===== config.mk =====
export PLATFORM = sky130hd
export DESIGN_NAME = snow64_bfloat16_fpu_arbiter
export DESIGN_NICKNAME = d
export VERILOG_FILES = /design/src/rtl/snow64_bfloat16_fpu_arbiter_pkg.sv /design/src/rtl/snow64_bfloat16_fpu_arbiter_picker.sv /design/src/rtl/snow64_bfloat16_fpu_arbiter.sv
export SDC_FILE = /design/constraint.sdc
export NUM_CORES = 1
export LEC_CHECK = 0
export ABC_CLOCK_PERIOD_IN_PS = 3500
export BUFFER_PORTS_ARGS = -buffer_cell sky130_fd_sc_hd__buf_2
export CORE_MARGIN = 4
export CORE_UTILIZATION = 48
export DETAILED_ROUTE_END_ITERATION = 10
export PLACE_DENSITY = 0.89
export SYNTH_ARGS = -nofsm -noshare
export SYNTH_HDL_FRONTEND = slang
export SYNTH_SLANG_ARGS = --single-unit
export TNS_END_PERCENT = 1

===== constraint.sdc =====
create_clock -name clk -period 3.5 [get_ports clk]
set_input_delay 0.175 -clock clk [delete_from_list [all_inputs] [get_ports clk]]
set_output_delay 0.175 -clock clk [all_outputs]
set_load 0.02 [all_outputs]

===== src/rtl/snow64_bfloat16_fpu_arbiter_pkg.sv =====
// Shared types and widths for the BFloat16 FPU arbiter.
package snow64_bfloat16_fpu_arbiter_pkg;

  localparam int unsigned MSB_POS__SNOW64_BFLOAT16_FPU_OPER = 1;
  localparam int unsigned OPER_W = MSB_POS__SNOW64_BFLOAT16_FPU_OPER + 1;
  localparam int unsigned DATA_W = 16;

  typedef enum logic [OPER_W-1:0] {
    OpAdd,
    OpSub,
    OpSlt,
    OpMul
  } fpu_oper_e;

  typedef enum logic {
    StFpuArbIdle,
    StFpuArbWait
  } fpu_arb_state_e;

  typedef struct packed {
    logic              start;
    logic [OPER_W-1:0] oper;
    logic [DATA_W-1:0] a;
    logic [DATA_W-1:0] b;
  } fpu_arb_req_t;

  typedef struct packed {
    logic              valid;
    logic              error;
    logic [DATA_W-1:0] data;
  } fpu_arb_resp_t;

endpackage


===== src/rtl/snow64_bfloat16_fpu_arbiter_picker.sv =====
// Combinational rotate-priority picker: first set request at or above ptr, wrapping.
module snow64_bfloat16_fpu_arbiter_picker #(
  parameter int unsigned NUM_REQ = 4,
  localparam int unsigned IDX_W = (NUM_REQ > 1) ? $clog2(NUM_REQ) : 1
) (
  input  logic [NUM_REQ-1:0] req,
  input  logic [IDX_W-1:0]   ptr,
  output logic [NUM_REQ-1:0] grant_oh,
  output logic [IDX_W-1:0]   grant_idx,
  output logic               any
);

  logic [IDX_W-1:0] idx;

  always_comb begin
    grant_oh  = '0;
    grant_idx = '0;
    any       = 1'b0;
    idx       = '0;
    for (int unsigned i = 0; i < NUM_REQ; i++) begin
      idx = IDX_W'((32'(ptr) + i) % NUM_REQ);
      if (!any && req[idx]) begin
        any           = 1'b1;
        grant_oh[idx] = 1'b1;
        grant_idx     = idx;
      end
    end
  end

endmodule


===== src/rtl/snow64_bfloat16_fpu_arbiter.sv =====
// Round-robin arbiter sharing one BFloat16 FPU among NUM_REQ requesters.
// Optional watchdog enabled by SNOW64_BFLOAT16_FPU_ARBITER_TIMEOUT_EN.
module snow64_bfloat16_fpu_arbiter
  import snow64_bfloat16_fpu_arbiter_pkg::*;
#(
  parameter int unsigned NUM_REQ        = 4,
  parameter int unsigned TIMEOUT_CYCLES = 64
) (
  input  logic                      clk,
  input  logic                      rst,
  input  logic [NUM_REQ-1:0]        req_start,
  input  logic [NUM_REQ*OPER_W-1:0] req_oper,
  input  logic [NUM_REQ*DATA_W-1:0] req_a,
  input  logic [NUM_REQ*DATA_W-1:0] req_b,
  output logic [NUM_REQ-1:0]        req_accepted,
  output logic [NUM_REQ-1:0]        resp_valid,
  output logic [DATA_W-1:0]         resp_data,
  output logic                      resp_error,
  output logic                      busy,
  output logic                      fpu_start,
  output logic [OPER_W-1:0]         fpu_oper,
  output logic [DATA_W-1:0]         fpu_a,
  output logic [DATA_W-1:0]         fpu_b,
  input  logic                      fpu_valid,
  input  logic                      fpu_can_accept_cmd,
  input  logic [DATA_W-1:0]         fpu_data
);

  localparam int unsigned IDX_W = (NUM_REQ > 1) ? $clog2(NUM_REQ) : 1;

  if (NUM_REQ < 2 || NUM_REQ > 8 || TIMEOUT_CYCLES < 1 || TIMEOUT_CYCLES > 255) begin : g_cfg_check
    $error("snow64_bfloat16_fpu_arbiter: unsupported NUM_REQ or TIMEOUT_CYCLES");
  end

  fpu_arb_state_e   state;
  logic [IDX_W-1:0] rr_ptr;
  logic [IDX_W-1:0] owner;
  logic [IDX_W-1:0] grant_idx;
  logic [IDX_W-1:0] next_ptr;
  logic [NUM_REQ-1:0] pick_req;
  logic [NUM_REQ-1:0] grant_oh;
  logic             pick_any;
  logic             grant_c;
  fpu_arb_req_t     reqs [NUM_REQ];
  fpu_arb_resp_t    resp_q;

`ifdef SNOW64_BFLOAT16_FPU_ARBITER_TIMEOUT_EN
  logic [7:0] wd_cnt;
`endif

  // Unpack the flat requester buses into per-requester records.
  always_comb begin
    for (int unsigned i = 0; i < NUM_REQ; i++) begin
      reqs[i] = '{start: req_start[i],
                  oper:  req_oper[i*OPER_W +: OPER_W],
                  a:     req_a[i*DATA_W +: DATA_W],
                  b:     req_b[i*DATA_W +: DATA_W]};
      pick_req[i] = reqs[i].start;
    end
  end

  snow64_bfloat16_fpu_arbiter_picker #(
    .NUM_REQ (NUM_REQ)
  ) u_picker (
    .req       (pick_req),
    .ptr       (rr_ptr),
    .grant_oh  (grant_oh),
    .grant_idx (grant_idx),
    .any       (pick_any)
  );

  // Accept is zero-latency, so the command path is combinational from the grant.
  assign grant_c      = (state == StFpuArbIdle) && !rst && fpu_can_accept_cmd && pick_any;
  assign req_accepted = grant_c ? grant_oh : '0;
  assign fpu_start    = grant_c;
  assign fpu_oper     = grant_c ? reqs[grant_idx].oper : '0;
  assign fpu_a        = grant_c ? reqs[grant_idx].a    : '0;
  assign fpu_b        = grant_c ? reqs[grant_idx].b    : '0;
  assign next_ptr     = (grant_idx == IDX_W'(NUM_REQ - 1)) ? '0 : IDX_W'(grant_idx + 1'b1);

  assign resp_valid = resp_q.valid ? (NUM_REQ'(1) << owner) : '0;
  assign resp_data  = resp_q.data;
  assign resp_error = resp_q.error;
  assign busy       = (state == StFpuArbWait);

  always_ff @(posedge clk) begin
    if (rst) begin
      state  <= StFpuArbIdle;
      rr_ptr <= '0;
      owner  <= '0;
      resp_q <= '0;
`ifdef SNOW64_BFLOAT16_FPU_ARBITER_TIMEOUT_EN
      wd_cnt <= '0;
`endif
    end else begin
      resp_q.valid <= 1'b0;
      case (state)
        StFpuArbIdle: begin
          if (grant_c) begin
            owner  <= grant_idx;
            rr_ptr <= next_ptr;
            state  <= StFpuArbWait;
`ifdef SNOW64_BFLOAT16_FPU_ARBITER_TIMEOUT_EN
            wd_cnt <= '0;
`endif
          end
        end
        StFpuArbWait: begin
          if (fpu_valid) begin
            resp_q <= '{valid: 1'b1, error: 1'b0, data: fpu_data};
            state  <= StFpuArbIdle;
          end
`ifdef SNOW64_BFLOAT16_FPU_ARBITER_TIMEOUT_EN
          // Counter reaching the limit this edge reports an error response next cycle.
          else if (wd_cnt == 8'(TIMEOUT_CYCLES - 1)) begin
            resp_q <= '{valid: 1'b1, error: 1'b1, data: '0};
            state  <= StFpuArbIdle;
          end else begin
            wd_cnt <= wd_cnt + 8'd1;
          end
`endif
        end
        default: state <= StFpuArbIdle;
      endcase
    end
  end

endmodule


==> impl_metrics.csv, run 1 <==
group,metric,value,unit
logic_synthesis,synth-simple-area-share,0.252,
logic_synthesis,synth_area_leaders,"a211oi_1 17%, dfxtp_1 9.8%, o21ai_0 9.4%",
flow_run,maxCapViolCount,0,
logic_synthesis,synth_cell_type_count,42,
timing,worstMarginPinSlew,0.827,ns
timing,hold_viol,0,
floorplanning,initial_core_util,0.503,
floorplanning,dieArea,0.0109,sq mm
grt,antenna_found_initial,1,
grt,grt_max_degree,78,
timing,setup_viol,0,
floorplanning,top_level_ports,221,
cells_and_area,diodes,0,
cts,clock_path_buffers,2,
grt,first_global_vias,5496,
timing,setup_tns,0,ns
logic_synthesis,synth_area_leader_cell,"a211oi_1",
routing,ant_nets,0,
floorplanning,coreArea,0.00889,sq mm
worst_setup_path,required,3.32,ns
cells_and_area,drive_above_1_share,0.326,
placed_design,io_buffers,219,
timing,post-route-min-period,3.39,ns
logic_synthesis,synth_top_area_frac,0.166,
cts,cts-buffers-inserted,3,
timing,fin_hold_ws,0.141,ns
placed_design,place_congestion,0.944,
worst_setup_path,crit_path_max_fanout,17,
grt,grt_busiest_layer,"met2",
logic_synthesis,synth_commonest_cells,"109 x nand2_1, 99 x a211oi_1, 84 x o21ai_0, 72 x nand3_1, 58 x clkbuf_1",
power,power_leakage,2.39,nW
cts,ctsRootBufferMaster,"clkbuf_8",
placed_design,hpwl,11400,um
cts,cts_tree,"built",
logic_synthesis,yosys_warnings,0,
cts,clock_sinks,22,
cells_and_area,multi_input_area,0.00365,sq mm
timing,drv_slew,0,
timing,timing.fmax,295,MHz
timing,slew_headroom,0.448,
timing,finalClockSkew,0.00796,ns
grt,grt_usage,0.271,
grt,use_met1,0.334,
logic_synthesis,syn_avg_cell_area,6.40,sq um
cells_and_area,fillCellCount,788,
grt,grt-ovfl-total,0,
grt,grt_pass1_wl,25900,um
logic_synthesis,synthFlopType,"dfxtp_1",
logic_synthesis,synth-xor-area-share,0,
grt,gr-usage-met2,0.468,
logic_synthesis,yosys_register_bits,22,
worst_setup_path,cp.arrival,3.22,ns
grt,met3_usage,0.0530,
power,power,1.94,mW
power,ir_drop,167,uV
logic_synthesis,synth_compound_area_frac,0.411,
routing,vias,6110,
floorplanning,rows,34,
cts,clk_pin_slew_worst_paths,0.08,ns
floorplanning,fp.dieW,105,um
worst_setup_path,critPathCaptureType,"primary output",
logic_synthesis,ys_seq_area_frac,0.0985,
routing,via_per_inst,6.28,
worst_setup_path,worstSetupPathType,"register to primary output",
routing,dr.pass1.iters,5,
cts,insertion_delay,0.26,ns
floorplanning,die_y,105,um
logic_synthesis,synth_top_family_by_area,"compound AO/OA/AOI/OAI gates",
routing,drt_iter0_markers,444,
routing,drc,0,
logic_synthesis,syn_area,0.00447,sq mm
hold_path,hold_class,"input pin to register",
logic_synthesis,synthMuxAreaShare,0.110,
cts,htree_levels,1,
logic_synthesis,syn_inst,699,
logic_synthesis,synth_fa_ha_area_frac,0.0224,
power,power.density,332,mW/mm^2
logic_synthesis,synth_most_common_cell,"nand2_1",
logic_synthesis,synth_edf_count,0,
cells_and_area,seq_area,444,sq um
cells_and_area,synthToLayoutAreaGrowth,30.4,%
cts,cts_hold_buf,0,
cells_and_area,nets,1034,
outcome,status,"finished, final reports clean",
worst_setup_path,crit_path_start_kind,"register",
logic_synthesis,async_reset_ff_frac,0,
routing,wl_per_cell,17.2,um
logic_synthesis,syn_nets,867,
timing,finalCritPeriodShare,0.970,
routing,wl,16700,um
routing by layer:
metal | part of all wire | up-vias | routed length, um
li1 | - | 2920 | -
met1 | 0.39 | 2776 | 6490
met2 | 0.47 | 353 | 7940
met3 | 0.10 | 59 | 1670
met4 | 0.037 | 2 | 620
met5 | 0.00042 | - | 7
worst max-delay path: stages (launching register included):
cell       delay (ns)
dfxtp_4          0.44
inv_4            0.11
ha_1             0.35
buf_4            0.18
mux2i_1          0.19
a2111oi_4        0.47
buf_4            0.19
o21bai_4         0.27
a211oi_1         0.21
a211oi_2         0.32
buf_2            0.23
stage by stage:
step           std cells   util  setup WS (ns)  area [sq um]
3_3_place_gp         951  0.624          0.340          5540
6_report             973  0.656          0.105          5830
2_1_floorplan        699      -        -0.0591          4480
3_5_place_dp         951  0.624          0.185          5540
4_1_cts              958  0.637         0.0149          5670
5_1_grt              973  0.656        -0.0213          5830
final cells by class:
type,count,share of cell area
Multi-Input combinational cell,578,0.625
Clock inverter,1,0.00515
Tap cell,108,0.0232
Clock buffer,3,0.00708
Inverter,4,0.00300
Timing Repair Buffer,257,0.260
Sequential cell,22,0.0761
placed cells by master (no fill, tap or decap), types with 17 or more instances in the layout:
master and count:
a22oi_1 37, buf_4 26, nand2b_1 33, o21ai_0 84
a21oi_1 20, nor2_1 17, buf_2 219, a211oi_1 95
nand3_1 72, nand2_1 109, dfxtp_1 21, mux2i_1 38
o21ai_1 20
registers in the layout (all words and copies together), names as in the netlist:
name,count
resp_q,1
owner,2
busy,1
resp_data,16
rr_ptr,2
power by group:
group	total [mW]	leakage [nW]	internal, mW	switching (mW)
combinational	1.43	2.17	0.586	0.842
sequential	0.274	0.180	0.263	0.0107
clock	0.234	0.0357	0.153	0.0808
kinds of logic (layout without fill, tap and decap cells):
| family | after synthesis | count (layout) |
|---|---|---|
| and+or+nand+nor | 244 | 244 |
| other | 1 | 1 |
| adders and majority gates | 8 | 8 |
| DFF | 22 | 22 |
| AOI/OAI and AO/OA | 279 | 280 |
| muxes | 45 | 45 |
| buffers and inverters | 100 | 265 |
path summary, 6_finish.rpt:
kind / to / from / depth (start not counted) / slack, ns
max reg2reg: rr_ptr[1] / rr_ptr[0] / 11 / 0.75
min: resp_data[6] / fpu_data[6] / 3 / 0.14
min reg2reg: resp_data[5] / resp_data[5] / 2 / 0.45
max: fpu_b[11] / rr_ptr[0] / 10 / 0.11
timing repair:
| action | in CTS | in global routing |
|---|---|---|
| hold endpoints to repair | 0 | 0 |
| pin swaps | 0 | 5 |
| gates resized for setup | 4 | 8 |
| cloned | 0 | 2 |
| setup endpoints to repair | 5 | 34 |
| setup buffers | 3 | 13 |
(Power assumes the default switching activity.)
==> run 2: changes to the inputs <==
--- a/constraint.sdc
+++ b/constraint.sdc
@@ -3,2 +3,2 @@
 set_output_delay 0.175 -clock clk [all_outputs]
-set_load 0.02 [all_outputs]
+set_load 0.1 [all_outputs]
==> run 2 against run 1 <==
Critical path depth rose by 1. Clock power down 9.0%. Non-clock buffer count is 1 lower. Via count grew 0.64%. Hold slack got worse by 0.0018 ns. Register-to-register slack about the same. Die area stayed put. Maximum frequency is 0.23% lower. Global-route usage rose by 1.8 points.
==> impl_metrics.csv, run 2 (synthesis gave the netlist of run 1 again) <==
group,metric,value,unit
worst_setup_path,reg2reg_depth,10,
timing,fin_hold_ws,0.140,ns
hold_path,hold_class,"input pin to register",
floorplanning,initial_core_util,0.503,
timing,worstMarginPinSlew,0.937,ns
placed_design,post-place-ws,0.178,ns
cts,ctsRootBufferMaster,"clkbuf_8",
timing,drv_slew,0,
power,ir_drop,197,uV
cts,insertion_delay,0.26,ns
placed_design,io_buffers,219,
worst_setup_path,reg2reg_to,"rr_ptr[1]",
cells_and_area,final_cell_mix,"181 x buf_2, 109 x nand2_1, 84 x o21ai_0",
worst_setup_path,critPathCaptureType,"primary output",
routing,drt_iter0_markers,487,
floorplanning,coreArea,0.00889,sq mm
routing,dr.pass1.iters,5,
cells_and_area,synthToLayoutAreaGrowth,55.5,%
grt,antenna_found_initial,0,
worst_setup_path,path_common_cell,"o211ai_1",
routing,drc,0,
cells_and_area,final_common_cell,"buf_2",
grt,grt_pass1_wl,27100,um
cts,cts-buffers-inserted,3,
hold_path,min_from,"fpu_data[9]",
routing,via_per_inst,6.33,
floorplanning,dieArea,0.0109,sq mm
floorplanning,die_y,105,um
cells_and_area,largest_reg_flops,16,
worst_setup_path,crit_slowest_cell,"mux4_2",
cells_and_area,multi_input_area,0.00421,sq mm
cells_and_area,seq_area,448,sq um
floorplanning,rows,34,
cts,cts_hold_buf,0,
power,power,2.64,mW
timing,slew_headroom,0.375,
timing,finalClockSkew,0.00359,ns
hold_path,hold_end,"resp_data[9]",
cells_and_area,fillCellCount,593,
flow_run,maxCapViolCount,0,
worst_setup_path,required,3.32,ns
timing,post-route-min-period,3.40,ns
power,power_leakage,2.53,nW
timing,setup_viol,0,
cts,htree_levels,1,
cells_and_area,drive_above_1_share,0.403,
worst_setup_path,crit_path_max_fanout,9,
timing,timing.fmax,294,MHz
grt,grt-ovfl-total,0,
outcome,status,"finished, final reports clean",
worst_setup_path,r2r_slack,0.76,ns
worst_setup_path,crit_chain,"clkinvlp_4, ha_1, mux4_2, o211ai_1, o211ai_1, a32oi_2, buf_4, buf_6, a211oi_1, a211oi_4, buf_12",
routing,ant_nets,0,
hold_path,min_path_cells,3,
cells_and_area,diodes,0,
floorplanning,fp.dieW,105,um
grt,grt_usage,0.289,
power,power.density,380,mW/mm^2
placed_design,place_congestion,0.862,
routing,wl,18000,um
placed_design,hpwl,12200,um
worst_setup_path,r2r-start,"rr_ptr[1]",
cells_and_area,nets,1032,
timing,hold_viol,0,
worst_setup_path,critPathMaxStageDelay,0.52,ns
timing,setup_ws,0.0973,ns
grt,first_global_vias,5655,
cts,cts_tree,"built",
cts,clock_sinks,22,
timing,finalCritPeriodShare,0.972,
cells_and_area,final_core_util,0.782,
worst_setup_path,crit_path_start_kind,"register",
cts,clk_pin_slew_worst_paths,0.09,ns
routing,vias,6149,
floorplanning,top_level_ports,221,
grt,grt_max_degree,78,
routing,wl_per_cell,18.5,um
worst_setup_path,worstSetupPathType,"register to primary output",
cts,clock_path_buffers,2,
worst_setup_path,cp.arrival,3.23,ns
run 2: changes by cell type in the layout (fill, tap and decap cells not counted), moves of 29 or more:
cell / before / now
a211oi_1: 95 / 33
a211oi_2: 4 / 33
a211oi_4: 0 / 33
buf_12: 7 / 47
buf_2: 219 / 181
run 2: where the power goes:
| group | switching [mW] | total [mW] | leakage (nW) | internal, mW |
|---|---|---|---|---|
| logic | 1.38 | 2.15 | 2.31 | 0.771 |
| registers | 0.0135 | 0.278 | 0.180 | 0.264 |
| clock network | 0.0890 | 0.213 | 0.0339 | 0.124 |
run 2: worst max path at each step:
stage               from          end  depth (start not counted)
2_1_floorplan  rr_ptr[0]    fpu_a[14]                         12
3_3_place_gp   rr_ptr[1]    fpu_b[14]                          9
3_5_place_dp   rr_ptr[1]    fpu_b[14]                          9
4_1_cts        rr_ptr[1]    fpu_b[13]                         10
5_1_grt        rr_ptr[1]     fpu_a[3]                         11
6_report       rr_ptr[1]  fpu_oper[1]                         11
run 2: per-stage QoR:
stage | TNS [ns] | cells | instance area (sq um)
final | 0 | 971 | 6960
after detailed placement | 0 | 953 | 6560
after CTS | 0 | 958 | 6670
after global placement | 0 | 953 | 6560
after global routing | -0.00522 | 971 | 6960
after floorplan | 0 | 699 | 4960
run 2: final cells by class:
type / instances / area share
inverter: 4 / 0.00306
sequential: 22 / 0.0644
clock buffer: 4 / 0.00953
multi-input combinational: 577 / 0.605
tap: 108 / 0.0194
timing repair buffer: 256 / 0.299
run 2: what timing repair did:
item                                    CTS  global route
gates cloned                              0             1
resized for setup                         6            40
setup buffers                             1            12
pin swaps                                 0             2
endpoints found under the setup margin   34            34
run 2: critical path, delay by kind of cell, from the launching register on:
| family | cells | cell delay [ns] |
|---|---|---|
| AO/OA/AOI/OAI | 5 | 1.03 |
| buffers and inverters | 4 | 0.67 |
| multiplexers | 1 | 0.52 |
| flip-flops | 1 | 0.40 |
| adder cells (fa/ha/maj) | 1 | 0.32 |
run 2: routing by layer:
| metal | GRT usage | share of wire | vias up | wire length [um] |
|---|---|---|---|---|
| met2 | 0.512 | 0.51 | 371 | 9100 |
| met4 | 0.111 | 0.028 | 0 | 511 |
| met5 | 0 | 0 | - | 0 |
| met1 | 0.331 | 0.37 | 2839 | 6640 |
| li1 | - | - | 2893 | - |
| met3 | 0.0758 | 0.097 | 46 | 1740 |
==> run 3: changes to the inputs <==
Settings changed: REMOVE_ABC_BUFFERS from default to 1.
==> run 3 against run 2 <==
Routed wire length is 5.5% lower. Register-to-register slack improved by 0.03 ns. Clock-buffer cell count is the same. Global-route usage is 0.78 points lower. Final area is 9.8% lower. Final cell count fell by 1.6%. Non-clock buffer count down 20.
==> impl_metrics.csv, run 3 (synthesis gave the netlist of run 1 again) <==
group,metric,value,unit
worst_setup_path,critPathCaptureType,"primary output",
power,netSwitchingPower,1.28,mW
grt,grt_pass1_wl,26500,um
floorplanning,die_y,105,um
cells_and_area,final_common_cell,"buf_2",
timing,worstMarginPinSlew,0.704,ns
timing,post-route-min-period,3.46,ns
power,p_clk_frac,0.070,
cts,clk_pin_slew_worst_paths,0.08,ns
worst_setup_path,cp.arrival,3.29,ns
power,power_leakage,2.37,nW
routing,wl_per_cell,17.8,um
power,p_sw_frac,0.567,
worst_setup_path,crit_path_start_kind,"register",
cts,clock_sinks,22,
cts,cts_setup_buffers,0,
timing,hold_viol,0,
grt,grt_usage,0.281,
timing,drv_slew,0,
timing,setup_viol,0,
cts,cts_hold_buf,0,
timing,fin_hold_ws,0.145,ns
grt,first_global_vias,5576,
worst_setup_path,crit_path_max_fanout,35,
worst_setup_path,required,3.32,ns
cts,clock_path_buffers,2,
grt,grt_max_degree,103,
cts,insertion_delay,0.26,ns
timing,finalClockSkew,0.0116,ns
routing,drt_iter0_markers,513,
power,power,2.26,mW
timing,setup_ws,0.0374,ns
placed_design,post-place-ws,0.235,ns
routing,vias,6088,
grt,antenna_found_initial,3,
placed_design,hpwl,11800,um
routing,drc,0,
floorplanning,coreArea,0.00889,sq mm
cts,cts-buffers-inserted,3,
floorplanning,rows,34,
floorplanning,initial_core_util,0.503,
cts,cts_tree,"built",
power,ir_drop,183,uV
cells_and_area,fin_area,0.00627,sq mm
cells_and_area,synthToLayoutAreaGrowth,40.3,%
cells_and_area,largest_reg_flops,16,
placed_design,io_buffers,219,
routing,wl,17000,um
cts,ctsRootBufferMaster,"clkbuf_8",
routing,via_per_inst,6.37,
flow_run,maxCapViolCount,0,
timing,rsz0062_at_grt,"yes",
cells_and_area,drive_above_1_share,0.339,
power,seqPwrFrac,0.121,
floorplanning,top_level_ports,221,
cells_and_area,final_cell_mix,"181 x buf_2, 109 x nand2_1, 84 x o21ai_0",
grt,grt-ovfl-total,0,
cells_and_area,nets,1013,
power,share_comb_of_total_power,0.810,
timing,timing.fmax,289,MHz
power,power.density,360,mW/mm^2
floorplanning,dieArea,0.0109,sq mm
timing,finalCritPeriodShare,0.989,
hold_path,hold_class,"input pin to register",
floorplanning,fp.dieW,105,um
placed_design,place_congestion,0.873,
timing,setup_tns,0,ns
timing,slew_headroom,0.525,
routing,ant_nets,0,
power,p_int,0.979,mW
cts,htree_levels,1,
outcome,status,"finished, final reports clean",
cells_and_area,fillCellCount,701,
routing,dr.pass1.iters,6,
placed_design,dpl_cell_area,0.00604,sq mm
worst_setup_path,worstSetupPathType,"register to primary output",
run 3: cell count changes in the layout (fill, tap and decap cells not counted), moves of 2 or more:
cell      delta
a211oi_1    +35
a211oi_2     -2
a211oi_4    -33
buf_12       -5
buf_4       -11
buf_6        -5
diode_2      +3
nor2_1       +4
nor2_2       -4
run 3: what timing repair did:
| item | CTS | global route |
|---|---|---|
| pin swaps | 0 | 11 |
| resized for setup | 6 | 29 |
| cloned | 0 | 1 |
| endpoints found under the setup margin | 14 | 34 |
run 3: stage by stage:
stage          instances  utilization
6_report             955        0.706
5_1_grt              955        0.706
4_1_cts              951        0.688
3_5_place_dp         947        0.679
3_3_place_gp         947        0.679
2_1_floorplan        603            -
run 3: final timing paths:
path	from	end	slack (ns)	cells after the start
max	rr_ptr[1]	fpu_a[5]	0.04	10
min	fpu_data[8]	resp_data[8]	0.15	3
max reg2reg	rr_ptr[1]	rr_ptr[1]	0.79	9
min reg2reg	resp_data[3]	resp_data[3]	0.45	2
run 3: routing by layer:
metal	part of all wire	vias to the layer above	track usage
li1	-	2887	-
met1	0.38	2752	0.352
met2	0.47	381	0.467
met3	0.11	68	0.0647
met4	0.039	0	0.110
met5	0	-	0
run 3: layout make-up:
class / count / area, sq um / area share
Multi-Input combinational cell: 578 / 3780 / 0.602
Timing Repair Buffer: 236 / 1850 / 0.295
Sequential cell: 22 / 444 / 0.0708
Tap cell: 108 / 135 / 0.0215
Clock buffer: 4 / 45.0 / 0.00718
Inverter: 4 / 15.0 / 0.00239
Antenna cell: 3 / 7.51 / 0.00120
run 3: power groups by stage:
stage | logic [mW] | registers, mW | clock network [mW]
floorplan | 1.05 | 0.372 | 0
global placement | 1.70 | 0.278 | 0
CTS | 1.74 | 0.273 | 0.159
finish | 1.83 | 0.273 | 0.157
detailed placement | 1.73 | 0.279 | 0
global route | 1.96 | 0.275 | 0.176
run 3: worst max-delay path, stage by stage, from the launching register on:
cell	delay, ns
dfxtp_1	0.33
inv_1	0.13
ha_1	0.35
mux4_2	0.60
o211ai_1	0.14
o211ai_1	0.15
a32oi_2	0.33
buf_12	0.25
a211oi_1	0.08
a211oi_1	0.41
buf_12	0.23
